[src/rtl/mton_fifo_pkg.sv]
// Shared helpers for the multi-port synchronous FIFO.
// Lane counting functions used by the per-lane prefix logic.
package mton_fifo_pkg;

    localparam int MAX_LANES = 256;

    // Wide enough to count any lane vector up to MAX_LANES.
    typedef logic [8:0] count_t;
    typedef logic [MAX_LANES-1:0] lane_vec_t;

    function automatic count_t popcount(input lane_vec_t v);
        count_t c;
        c = '0;
        for (int i = 0; i < MAX_LANES; i++) begin
            c = c + count_t'(v[i]);
        end
        return c;
    endfunction

    function automatic count_t lane_rank(input lane_vec_t v, input int idx);
        lane_vec_t below;
        below = v & ((lane_vec_t'(1) << idx) - lane_vec_t'(1));
        return popcount(below);
    endfunction

endpackage

[src/rtl/mton_lane_prefix.sv]
// Ranks enabled lanes by ascending index and grants those whose
// rank falls below the limit (free slots or stored entries).
module mton_lane_prefix
    import mton_fifo_pkg::*;
#(
    parameter int LANES = 4,
    parameter int CW    = 5
) (
    input  logic [LANES-1:0]    en,
    input  logic [CW-1:0]       limit,
    output logic [LANES*CW-1:0] rank,
    output logic [LANES-1:0]    grant,
    output logic [CW-1:0]       total
);

    lane_vec_t vec;

    always_comb begin
        vec   = '0;
        rank  = '0;
        grant = '0;
        total = '0;
        vec[LANES-1:0] = en;
        for (int i = 0; i < LANES; i++) begin
            rank[i*CW +: CW] = CW'(lane_rank(vec, i));
            grant[i] = en[i] && (rank[i*CW +: CW] < limit);
            total = total + CW'(grant[i]);
        end
    end

endmodule

[src/rtl/mton_sync_fifo.sv]
// Single-clock FIFO with M write lanes and N read lanes per cycle.
// Order is lane index within a cycle, then cycle order; no bypass.
module mton_sync_fifo
    import mton_fifo_pkg::*;
#(
    parameter int WIDTH     = 8,
    parameter int DEPTH     = 4,
    parameter int M_WRITERS = 4,
    parameter int N_READERS = 2,
    parameter int PFULL_TH  = 12,
    parameter int PEMPTY_TH = 4
) (
    input  logic                       i_clk,
    input  logic                       i_rstn,
    input  logic [M_WRITERS-1:0]       i_wr_en,
    input  logic [M_WRITERS*WIDTH-1:0] i_wr_data,
    output logic [M_WRITERS-1:0]       o_wr_ack,
    input  logic [N_READERS-1:0]       i_rd_en,
    output logic [N_READERS*WIDTH-1:0] o_rd_data,
    output logic [N_READERS-1:0]       o_rd_valid,
    output logic [DEPTH:0]             o_count,
    output logic                       o_full,
    output logic                       o_afull,
    output logic                       o_pfull,
    output logic                       o_empty,
    output logic                       o_aempty,
    output logic                       o_pempty,
    output logic                       o_ovf,
    output logic                       o_udf
);

    localparam int SLOTS = 2 ** DEPTH;
    localparam int CW    = DEPTH + 1;

    if (PFULL_TH > SLOTS || PEMPTY_TH >= SLOTS) begin : g_bad_th
        $error("mton_sync_fifo: threshold out of range");
    end
    if (M_WRITERS < 1 || M_WRITERS > SLOTS ||
        N_READERS < 1 || N_READERS > SLOTS) begin : g_bad_lanes
        $error("mton_sync_fifo: lane count out of range");
    end

    logic [WIDTH-1:0] mem [SLOTS];
    logic [DEPTH-1:0] wr_ptr;
    logic [DEPTH-1:0] rd_ptr;
    logic [CW-1:0]    count;
    logic [CW-1:0]    free;
    logic [CW-1:0]    count_next;
    logic [CW-1:0]    free_next;

    logic [M_WRITERS*CW-1:0] wr_rank;
    logic [M_WRITERS-1:0]    wr_grant;
    logic [CW-1:0]           wr_total;
    logic [N_READERS*CW-1:0] rd_rank;
    logic [N_READERS-1:0]    rd_grant;
    logic [CW-1:0]           rd_total;

    assign free = CW'(SLOTS) - count;

    mton_lane_prefix #(
        .LANES (M_WRITERS),
        .CW    (CW)
    ) u_wr_prefix (
        .en    (i_wr_en),
        .limit (free),
        .rank  (wr_rank),
        .grant (wr_grant),
        .total (wr_total)
    );

    mton_lane_prefix #(
        .LANES (N_READERS),
        .CW    (CW)
    ) u_rd_prefix (
        .en    (i_rd_en),
        .limit (count),
        .rank  (rd_rank),
        .grant (rd_grant),
        .total (rd_total)
    );

    assign o_wr_ack   = wr_grant & {M_WRITERS{i_rstn}};
    assign count_next = count + wr_total - rd_total;
    assign free_next  = CW'(SLOTS) - count_next;
    assign o_count    = count;

    // Storage is not reset; stale entries are unreachable once pointers clear.
    always_ff @(posedge i_clk) begin
        for (int w = 0; w < M_WRITERS; w++) begin
            if (wr_grant[w]) begin
                mem[DEPTH'({1'b0, wr_ptr} + wr_rank[w*CW +: CW])] <=
                    i_wr_data[w*WIDTH +: WIDTH];
            end
        end
    end

    always_ff @(posedge i_clk or negedge i_rstn) begin
        if (!i_rstn) begin
            wr_ptr     <= '0;
            rd_ptr     <= '0;
            count      <= '0;
            o_rd_data  <= '0;
            o_rd_valid <= '0;
            o_full     <= 1'b0;
            o_afull    <= (M_WRITERS > SLOTS);
            o_pfull    <= 1'b0;
            o_empty    <= 1'b1;
            o_aempty   <= 1'b1;
            o_pempty   <= 1'b1;
            o_ovf      <= 1'b0;
            o_udf      <= 1'b0;
        end else begin
            for (int r = 0; r < N_READERS; r++) begin
                if (rd_grant[r]) begin
                    o_rd_data[r*WIDTH +: WIDTH] <=
                        mem[DEPTH'({1'b0, rd_ptr} + rd_rank[r*CW +: CW])];
                end
            end
            o_rd_valid <= rd_grant;
            wr_ptr     <= DEPTH'({1'b0, wr_ptr} + wr_total);
            rd_ptr     <= DEPTH'({1'b0, rd_ptr} + rd_total);
            count      <= count_next;
            o_full     <= (count_next == CW'(SLOTS));
            o_afull    <= (free_next < CW'(M_WRITERS));
            o_pfull    <= (count_next >= CW'(PFULL_TH));
            o_empty    <= (count_next == '0);
            o_aempty   <= (count_next < CW'(N_READERS));
            o_pempty   <= (count_next <= CW'(PEMPTY_TH));
            o_ovf      <= |(i_wr_en & ~wr_grant);
            o_udf      <= |(i_rd_en & ~rd_grant);
        end
    end

endmodule

[config.mk]
export PLATFORM = sky130hd
export DESIGN_NAME = mton_sync_fifo
export DESIGN_NICKNAME = d
export VERILOG_FILES = /design/src/rtl/mton_fifo_pkg.sv /design/src/rtl/mton_lane_prefix.sv /design/src/rtl/mton_sync_fifo.sv
export SDC_FILE = /design/constraint.sdc
export NUM_CORES = 1
export LEC_CHECK = 0
export CAP_MARGIN = 15
export CORE_ASPECT_RATIO = 0.6
export CORE_MARGIN = 3
export CORE_UTILIZATION = 30
export DETAILED_ROUTE_END_ITERATION = 6
export PLACE_DENSITY = 0.51
export SKIP_CTS_REPAIR_TIMING = 1
export SLEW_MARGIN = 20
export SYNTH_ARGS = -nofsm -noshare
export SYNTH_HDL_FRONTEND = slang
export SYNTH_SLANG_ARGS = --single-unit
[constraint.sdc]
create_clock -name i_clk -period 7.6 [get_ports i_clk]
set_clock_uncertainty 0.15 [all_clocks]
set_input_delay 1.9 -clock i_clk [delete_from_list [all_inputs] [get_ports i_clk]]
set_output_delay 1.9 -clock i_clk [all_outputs]
set_load 0.03 [all_outputs]
==> summary.md, run 1 <==
| Metric | Value |
|---|---|
| Critical Path RT | `7.83 ns` |
| Fin crit share | `91.80%` |
| Register bit total from synthesis | `167` |
| Share of the synthesized area in the top cell type | `28.96%` |
| Largest net degree at the start of global routing | `49` |
| CP max FO | `12` |
| Die area | `46880 um^2` |
| Final Critical Period | `approximately 7 ns` |
| DP Wirelength | `about 43000 um` |
| CTS tree | `done` |
| Hold Path Class | `reg -> reg` |
| Worst Max-Slew Pin Slew | `1.201 ns` |
| Multi-input combinational cell area | `between 7000 and 8000 um^2` |
| Number of top-level pins | `75` |
| Core region area | `42740 um^2` |
| Per-cell routed wire length | `approximately 31 um` |
| CTS root buffer | `clkbuf_16` |
| Library cells used by synthesis | `70` |
| Clk_lat worst skew | `0.46 ns` |
| Vias in the first global route | `between 10000 and 15000` |
| Slew HR | `a little under 20%` |
| Post-Route WL | `56350 um` |
| RSZ-0062 raised after global routing | `false` |
| GPL Wtd Cong | `0.9459` |
| Die H | `168.9 um` |
| Yosys Warn Count | `0` |
| Avg Cell Area, Syn | `11.05 um^2` |
| Synth-to-layout area growth | `14.61%` |
| Post-synth EDFFs | `128` |
| Initial antenna violation count | `7` |
| Drt first-iter violations | `1939` |
| PortBufs | `74` |
| Nets@finish | `1297` |
| Crit path kind | `in -> reg` |
| Num rows | `58` |
| Share of cells above drive strength 1 | `17.32%` |
| Pleak | `between 0.005 and 0.006 uW` |
| Endpoint class of the critical path | `flip-flop` |
| ANT nets after route | `0` |
| Total track usage | `23.59%` |
| Reg clk slew, reported paths | `0.08 ns` |
| Sequential Area | `4825 um^2` |
| Final setup vio count | `0` |
| Worst vdd ir | `0.2369 mV` |
| First-pass GRT wire length | `79580 um` |
| Leading register cell type out of synthesis | `edfxtp_1` |
| CTS HTree Levels | `4` |
| Floorplan die width | `roughly 280 um` |
| Pins Over Slew Limit | `0` |
| Top-count cell post-synth | `edfxtp_1` |
| Status | `completed` |
| Clock Path Buffers | `2` |
| Placed Cells | `1767` |
| Max Fclk | `143.3 MHz` |
| Post-Synthesis Cell Area | `13270 um^2` |
| CTS Sinks | `167` |
| DR pass1 iterations | `7` |
| Fillers | `4214` |
| Final Total Pwr | `8229 uW` |
| Pwr dens | `541.1 nW/um^2` |
| Total CTS buffers | `17` |
| WP data arrival | `slightly above 7 ns` |
| Async set-or-reset flop fraction in the synthesized netlist | `23.35%` |
| Worst hold slack | `0.3591 ns` |
| CP Launch Type | `input port` |
| Overflow after GRT | `0` |
| Seq/Total Area, Yosys | `36.35%` |
| DR DRC count | `0` |
| Final Instance Count excl. Fillers | `1801` |
| Post-synth top cells | `edfxtp_1 (128), a22o_1 (121), a21oi_1 (99), a221o_1 (80), mux4_2 (80)` |
| Sum Neg Setup Slack | `0 ns` |
| Main area contributors after synthesis | `edfxtp_1 (29%), mux4_2 (14%), a22o_1 (8.0%)` |
| Max_cap viols | `0` |
| Cell type with the largest total area after synthesis | `edfxtp_1` |
| Syn Inst Count | `1201` |
| Final Hold Fails | `0` |
| Via count | `11770` |
| Syn Nets | `1281` |
| Post-DR vias/cell | `6.535` |
| Starting Density | `31.05%` |
## registers in the layout (all words and copies together) (netlist names), 2 cells and up
name,cells
rd_ptr,4
mem,128
o_count,5
o_rd_valid,2
wr_ptr,4
o_rd_data,16
## worst max-delay path, cell delays in order
cell             delay (ns)
clkdlybuf4s50_1        0.55
ha_1                   0.42
ha_1                   0.22
ha_1                   0.24
xor3_1                 0.21
a21oi_1                0.06
o31a_2                 0.35
inv_2                  0.33
fa_1                   0.26
inv_1                  0.04
ha_1                   0.29
inv_1                  0.08
fa_1                   0.54
inv_1                  0.06
ha_1                   0.28
a21o_1                 0.17
a21oi_1                0.17
xnor2_1                0.17
or3_1                  0.41
inv_1                  0.10
ha_1                   0.22
a21oi_1                0.14
## per-layer routing
metal	global-route usage [%]	vias up	share of wire, %
met5	0	-	0
met4	3.422	0	1.2
met3	6.920	50	14
met2	31.33	799	39
met1	37.64	5992	46
li1	-	4929	-
## power by group
part	leakage (uW)	total (uW)	switching, uW	internal, uW
logic	0.00347	5300	3210	2090
registers	0.00163	2020	352	1660
clock network	0.000299	916	465	452
total	0.00541	8230	4020	4210
## final timing paths
path	startpoint	end	slack (ns)	cells past startpoint
setup / recovery	i_wr_en[0]	o_afull	0.62	22
hold / removal	o_rd_data[11]	o_rd_data[11]	0.36	1
setup reg to reg	o_count[0]	o_afull	1.66	22
hold reg to reg	o_rd_data[11]	o_rd_data[11]	0.36	1
max in group asynchronous	i_rstn	rd_ptr[0]	5.20	2
min in group asynchronous	i_rstn	o_udf	1.66	2
## stage by stage
stage	setup slack, ns	instance area, um^2	util [%]
after floorplan	1.295	13270	-
after global placement	0.2983	14540	34.03
after detailed placement	0.1974	14540	34.03
after CTS	0.6574	15160	35.47
after global routing	0.3167	15210	35.58
final	0.6234	15210	35.58
## cells in the final DEF (no fill, tap or decap), types with 22 or more instances in the layout
| cell | n |
|---|---|
| a22o_1 | 121 |
| nand2_1 | 65 |
| clkdlybuf4s50_1 | 73 |
| o21a_1 | 42 |
| o211ai_1 | 34 |
| dfrtp_1 | 35 |
| buf_4 | 41 |
| ha_1 | 31 |
| a21oi_1 | 97 |
| o21ai_0 | 62 |
| nand3_1 | 22 |
| a221o_1 | 80 |
| mux4_2 | 80 |
| edfxtp_1 | 128 |
| and2_1 | 37 |
| inv_1 | 37 |
## cell families (layout without fill, tap and decap cells)
family                   Yosys count  in the layout  synth area share (%)
AO/OA/AOI/OAI                    502            502                 28.15
XOR/XNOR                          19             19                 1.480
adder cells (fa/ha/maj)           40             40                 4.224
buffers and inverters            166            195                 5.176
flip-flops                       167            167                 36.35
multiplexers                      96             96                 14.93
other                              0              1                     0
AND/OR/NAND/NOR                  211            211                 9.683
## cell type report
type,count,area share (%)
Antenna cell,1,0.01645
Clock buffer,17,2.797
Clock inverter,15,1.259
Inverter,47,1.176
Multi-Input combinational cell,868,51.39
Sequential cell,167,31.72
Tap cell,570,4.689
Timing Repair Buffer,116,6.951
Note: power is estimated with default switching activity, not from simulation.
==> run 2, diff against run 1 <==
ABC_AREA = 1   (was not set)
PLACE_DENSITY = not set   (was 0.51)
PLACE_DENSITY_LB_ADDON = 0.08   (was not set)
clock period = 8.4 ns   (was 7.6 ns; I/O delays follow)
==> run 2 against run 1 <==
Hold slack lost 0.023 ns. Combinational power fell by 19%. Final cell count rose by 54%.
==> summary.md, run 2 <==
| Metric | Value |
|---|---|
| Drt first-iter violations | `2547 (+31%)` |
| Main area contributors after synthesis | `edfxtp_1 (26%), nand2_1 (11%), nor2_1 (10%)` |
| DR pass1 iterations | `6 (-1)` |
| Syn Inst Count | `2156 (+80%)` |
| Via count | `15930 (+35%)` |
| Top-count cell post-synth | `nand2_1` |
| Seq/Total Area, Yosys | `32.34% (-4.0 points)` |
| Post-synth EDFFs | `128 (unchanged)` |
| Crit path kind | `in -> out` |
| Fin crit share | `88.29%` |
| CP Launch Type | `input port` |
| Pwr dens | `414.6 nW/um^2 (-23%)` |
| Die area | `52510 um^2 (+12%)` |
| DR DRC count | `0 (unchanged)` |
| Hold Path Class | `reg -> reg` |
| Post-Synthesis Cell Area | `14910 um^2 (+12%)` |
| GPL Wtd Cong | `0.9634 (+1.9%)` |
| Grt met1 use | `43.21% (+5.6 points)` |
| Share of cells above drive strength 1 | `7.541% (-9.8 points)` |
| Most common cell after layout, fill and taps aside | `nand2_1` |
| Critical-path top delay cell | `clkdlybuf4s50_1` |
| Register bit total from synthesis | `167 (unchanged)` |
| First-pass GRT wire length | `103500 um (+30%)` |
| Synth-to-layout area growth | `10.53%` |
| Post-synth top cells | `nand2_1 (448), nor2_1 (406), nand3_1 (206), nand4_1 (148), inv_1 (144)` |
| Pins Over Slew Limit | `0 (unchanged)` |
| Vias in the first global route | `14090 (+35%)` |
| Largest net degree at the start of global routing | `145 (+200%)` |
| Endpoint class of the critical path | `output port` |
| Sum Neg Setup Slack | `0 ns (unchanged)` |
| Avg Cell Area, Syn | `6.917 um^2 (-37%)` |
| Status | `completed` |
| Clock Path Buffers | `2 (unchanged)` |
| Sequential Area | `4828 um^2 (about the same)` |
| Die H | `178.7 um (+5.8%)` |
| Starting Density | `30.76% (-0.29 points)` |
| Fillers | `5175 (+23%)` |
| Worst Max-Slew Pin Slew | `1.147 ns (-0.05402 ns)` |
| Yosys Warn Count | `0 (unchanged)` |
| CTS Sinks | `167 (unchanged)` |
| Reg clk slew, reported paths | `0.08 ns (about the same)` |
| Num rows | `62 (+6.9%)` |
| PortBufs | `74 (unchanged)` |
| Clk_lat worst skew | `0.46 ns (about the same)` |
| WP data arrival | `5.17 ns (-2.04 ns)` |
| GRT busiest layer | `met1` |
| Pleak | `0.006745 uW (+25%)` |
| Flip-flop count of the largest register after layout | `128 (unchanged)` |
| Initial antenna violation count | `0 (-7)` |
| Post-DR vias/cell | `5.741 (-12%)` |
| M2 GR Usage | `36.96% (+5.6 points)` |
| Setup WS post-layout | `0.9833 ns (+0.3599 ns)` |
| Overflow after GRT | `0 (unchanged)` |
| Share of the synthesized area in the top cell type | `25.77% (-3.2 points)` |
| CTS HTree Levels | `4 (unchanged)` |
| Final setup vio count | `0 (unchanged)` |
| Ant. Diodes | `0 (-1)` |
| CTS root buffer | `clkbuf_16` |
| DP Wirelength | `52290 um (+23%)` |
| Core region area | `48480 um^2 (+13%)` |
| Final Cell Area | `16480 um^2 (+8.4%)` |
| Leading register cell type out of synthesis | `edfxtp_1` |
| Multi-input combinational cell area | `8731 um^2 (+12%)` |
| Number of top-level pins | `75 (unchanged)` |
| Library cells used by synthesis | `39 (-44%)` |
| RSZ-0062 raised after global routing | `false` |
| Total track usage | `27.44% (+3.8 points)` |
| Worst vdd ir | `0.1917 mV (-19%)` |
| Floorplan die width | `293.8 um (+5.9%)` |
| Async set-or-reset flop fraction in the synthesized netlist | `23.35% (unchanged)` |
| Critical Path RT | `6.15 ns (-1.68 ns)` |
| Per-cell routed wire length | `26.20 um (-16%)` |
| Top cell by count, worst path | `ha_1` |
| Commonest non-fill, non-tap cells in the layout | `nand2_1 (448), nor2_1 (406), nand3_1 (206)` |
| Slew HR | `23.30% (+4.0 points)` |
| Cell type with the largest total area after synthesis | `edfxtp_1` |
| Slowest stage delay, CP | `0.69 ns (+0.14 ns)` |
| CTS tree | `done` |
| Total CTS buffers | `17 (unchanged)` |
| Worst Path Buf+Inv | `4 (-2)` |
| Nets@finish | `2202 (+70%)` |
| CP max FO | `17 (+5)` |
| Post-Route WL | `72720 um (+29%)` |
| Max_cap viols | `0 (unchanged)` |
| ANT nets after route | `0 (unchanged)` |
| Delay-heaviest family, CP | `buffers and inverters` |
| Critical-path cell list | `clkdlybuf4s50_1, ha_1, ha_1, ha_1, inv_1, nand2_1, nand3_1, nand2_1, nand2_4, nand2_4, buf_4, nor2_1, clkdlybuf4s50_1` |
| Final Hold Fails | `0 (unchanged)` |
| Syn Nets | `2236 (+75%)` |
| Placed cell area | `15900 um^2 (+9.3%)` |
| Final Critical Period | `7.417 ns` |
| Pre-CTS WS | `0.9246 ns (+0.7272 ns)` |
| Met3 global-route usage | `4.940% (-2.0 points)` |
| Max Fclk | `134.8 MHz` |
-- run 2: path summary, 6_finish.rpt --
kind                               start             to  slack, ns  depth (start not counted)
max in group asynchronous         i_rstn      rd_ptr[0]       6.09                          2
min in group asynchronous         i_rstn      rd_ptr[0]       1.57                          2
max                           i_wr_en[0]    o_wr_ack[3]       0.98                         13
min reg2reg                o_rd_data[15]  o_rd_data[15]       0.34                          2
max reg2reg                   o_count[0]        o_afull       2.36                         25
min                        o_rd_data[15]  o_rd_data[15]       0.34                          2
-- run 2: cell type report --
cell class / instances / share of cell area (%)
Timing Repair Buffer: 103 / 5.814
Inverter: 154 / 3.507
Clock buffer: 17 / 2.581
Clock inverter: 15 / 0.9792
Multi-Input combinational cell: 1679 / 52.97
Tap cell: 640 / 4.858
Sequential cell: 167 / 29.29
-- run 2: report_power, final --
part | switching [uW] | internal [uW] | leakage (uW)
registers | 312 | 1420 | 0.00163
logic | 3080 | 1190 | 0.00483
clock network | 433 | 399 | 0.000287
total | 3830 | 3010 | 0.00674
-- run 2: logic make-up after synthesis --
group / after synthesis / share of synthesized area [%]
flops: 167 / 32.34
compound gates: 333 / 12.38
buf+inv: 310 / 9.212
simple gates: 1294 / 41.42
xor+xnor: 12 / 0.8810
fa+ha+maj: 40 / 3.759
-- run 2: per-stage QoR --
step                      hold WS (ns)  power [uW]  cells  utilization [%]
after floorplan                 0.3525        4462   2156                -
after global placement          0.3207        5919   2743            32.80
after detailed placement        0.3148        5933   2743            32.79
after CTS                       0.3408        6777   2775            34.00
after global routing            0.3648        7302   2775            34.00
final                           0.3357        6835   2775            34.00
-- run 2: routing by layer --
metal / vias up / share of wire, %
met3: 114 / 9.9
met5: - / 0
li1: 7263 / -
met4: 0 / 3.1
met1: 7666 / 48
met2: 887 / 39
-- run 2: tightest hold or removal path, stage by stage, from the launching register on --
cell     delay, ns
dfrtp_1       0.35
nand2_1       0.06
nand2_1       0.05
==> run 3, diff against run 2 <==
GPL_TIMING_DRIVEN = 0   (was not set)
TNS_END_PERCENT = 1   (was not set)
==> run 3 against run 2 <==
Register-to-register slack worse by 0.35 ns. Final area up 2.9%. Global-route usage up 4.5 points. Non-clock buffer count up 119. Fmax down 3.6%. Core utilization up 0.99 points. Hold slack worse by 0.0039 ns. Sequential share of layout area down 0.86 points.
==> summary.md, run 3 (synthesis gave the netlist of run 2 again) <==
| Metric | Value |
|---|---|
| Reg clk slew, reported paths | `0.07 ns (about the same)` |
| Overflow after GRT | `0 (unchanged)` |
| Hold Path Class | `reg -> reg` |
| Die H | `178.7 um (unchanged)` |
| Num rows | `62 (unchanged)` |
| ANT nets after route | `0 (unchanged)` |
| Core region area | `48480 um^2 (unchanged)` |
| Critical-path cell list | `clkdlybuf4s50_1, ha_1, ha_1, ha_1, inv_1, nand2_1, nand3_1, nand2_1, nand2_4, nand2_4, buf_8, fa_1, inv_1, ha_1, inv_1, fa_1, fa_1, or2_2, nand2_1, a21o_1, xor2_1, inv_1, ha_1, a21oi_1` |
| Met1 wire length | `40190 um (+14%)` |
| GPL Wtd Cong | `1.053 (+9.3%)` |
| Worst vdd ir | `0.2073 mV (+8.1%)` |
| Vias in the first global route | `15330 (+8.8%)` |
| Clock Path Buffers | `2 (unchanged)` |
| Fin crit share | `91.61% (+3.3 points)` |
| Floorplan die width | `293.8 um (unchanged)` |
| Most common cell after layout, fill and taps aside | `nand2_1` |
| Share of cells above drive strength 1 | `7.941% (+0.40 points)` |
| Status | `completed` |
| Logic pwr share | `66.9% (+4.4 points)` |
| Pleak | `0.006931 uW (+2.8%)` |
| Per-cell routed wire length | `28.98 um (+11%)` |
| DR pass1 iterations | `6 (unchanged)` |
| Synth-to-layout area growth | `13.76%` |
| Sw frac | `58.28% (+2.3 points)` |
| Final Hold Fails | `0 (unchanged)` |
| Crit path kind | `in -> reg` |
| RSZ-0062 raised after global routing | `false` |
| CTS Sinks | `167 (unchanged)` |
| Endpoint class of the critical path | `flip-flop` |
| Post-Route WL | `83930 um (+15%)` |
| Max_cap viols | `0 (unchanged)` |
| Die area | `52510 um^2 (unchanged)` |
| Sum Neg Setup Slack | `0 ns (unchanged)` |
| Starting Density | `30.76% (unchanged)` |
| Total track usage | `31.95% (+4.5 points)` |
| Worst Max-Slew Pin Slew | `1.071 ns (-0.07552 ns)` |
| Nets@finish | `2321 (+5.4%)` |
| CP max FO | `10 (-7)` |
| Clock power share | `11.0% (-1.2 points)` |
| Final Total Pwr | `7462 uW (+9.2%)` |
| Critical-path top delay cell | `clkdlybuf4s50_1` |
| Pint | `3113 uW (+3.5%)` |
| First-pass GRT wire length | `116900 um (+13%)` |
| CTS root buffer | `clkbuf_16` |
| Net Switching | `4348 uW (+14%)` |
| DP Wirelength | `69530 um (+33%)` |
| Pwr dens | `439.8 nW/um^2 (+6.1%)` |
| Final Cell Area | `16970 um^2 (+2.9%)` |
| CTS tree | `done` |
| Largest net degree at the start of global routing | `41 (-72%)` |
| Post-DR vias/cell | `5.849 (+1.9%)` |
| Top cell by count, worst path | `ha_1` |
| Critical Path RT | `8.63 ns (+2.48 ns)` |
| Via count | `16940 (+6.3%)` |
| DR WL met2 | `30870 um (+9.8%)` |
| Multi-input combinational cell area | `8716 um^2 (-0.17%)` |
| Clk_lat worst skew | `0.46 ns (about the same)` |
| Number of top-level pins | `75 (unchanged)` |
| CTS HTree Levels | `4 (unchanged)` |
| Drt first-iter violations | `2752 (+8.0%)` |
| Sequential Area | `4823 um^2 (-0.10%)` |
| Commonest non-fill, non-tap cells in the layout | `nand2_1 (448), nor2_1 (406), nand3_1 (206)` |
| Flip-flop count of the largest register after layout | `128 (unchanged)` |
| Reg power frac | `22.2% (-3.2 points)` |
| Fillers | `5223 (+0.93%)` |
| Max Fclk | `130.0 MHz (-3.6%)` |
| Initial antenna violation count | `3 (+3)` |
| DR DRC count | `0 (unchanged)` |
| Final Critical Period | `7.695 ns (+0.2783 ns)` |
| Top Layer Used | `met4` |
| Placed cell area | `16370 um^2 (+3.0%)` |
| PortBufs | `66 (-11%)` |
| WP data arrival | `7.92 ns (+2.75 ns)` |
| Pins Over Slew Limit | `0 (unchanged)` |
| Final setup vio count | `0 (unchanged)` |
| Slew HR | `28.58% (+5.3 points)` |
| CP Launch Type | `input port` |
| Total CTS buffers | `17 (unchanged)` |
| Metal3 WL | `11510 um (+60%)` |
| Slowest stage delay, CP | `0.67 ns (-0.02 ns)` |
[run 3: cell count changes in the layout (fill, tap and decap cells not counted), moves of 4 or more]
cell / previous run / this run
clkbuf_1: 0 / 82
buf_2: 2 / 27
buf_1: 0 / 21
buf_4: 29 / 9
buf_6: 0 / 18
clkdlybuf4s50_1: 71 / 65
clkinv_4: 6 / 1
inv_6: 0 / 4
[run 3: final timing paths]
path                          startpoint            end  slack, ns  cells past startpoint
max                           i_wr_en[0]        o_afull       0.70                     24
min                        o_rd_data[10]  o_rd_data[10]       0.33                      2
max reg2reg                   o_count[0]        o_afull       2.01                     26
min reg2reg                o_rd_data[10]  o_rd_data[10]       0.33                      2
max in group asynchronous         i_rstn          o_ovf       6.10                      1
min in group asynchronous         i_rstn      rd_ptr[3]       1.53                      1
[run 3: final cells by class]
type / instances / share of cell area, %
Clock inverter: 14 / 0.9366
Tap cell: 640 / 4.720
Sequential cell: 167 / 28.43
Clock buffer: 18 / 2.530
Antenna cell: 2 / 0.02950
Buffer: 156 / 4.691
Timing Repair Buffer: 66 / 3.879
Multi-Input combinational cell: 1679 / 51.38
Inverter: 154 / 3.407
[run 3: per-stage QoR]
| step | std cells | hold slack (ns) | util (%) | worst slack, ns |
|---|---|---|---|---|
| finish | 2896 | 0.3318 | 34.99 | 0.7050 |
| global route | 2894 | 0.3617 | 34.98 | 0.3395 |
| CTS | 2894 | 0.3348 | 34.98 | 0.7733 |
| detailed placement | 2862 | 0.3176 | 33.77 | 0.2654 |
| global placement | 2862 | 0.3156 | 33.77 | 0.3598 |
| floorplan | 2156 | 0.3525 | - | 1.891 |
[run 3: critical path: cells and delay by family]
family	cells	cell delay [ns]
adders and majority gates	8	2.93
buffers and inverters	6	1.49
and+or+nand+nor	7	0.83
xor gates and xnor gates	1	0.33
AOI/OAI and AO/OA	2	0.22
[run 3: routing by layer]
| layer | GRT usage [%] | vias up |
|---|---|---|
| li1 | - | 7499 |
| met1 | 49.58 | 8272 |
| met2 | 41.89 | 1094 |
| met3 | 10.72 | 73 |
| met4 | 5.918 | 0 |
| met5 | 0 | - |
[run 3: power groups by stage]
stage	Sequential (uW)	Clock [uW]	Combinational [uW]
global route	1680	871	5320
finish	1650	820	4990
detailed placement	1670	0	4750
CTS	1660	838	4770
global placement	1670	0	4750
floorplan	1660	0	2800
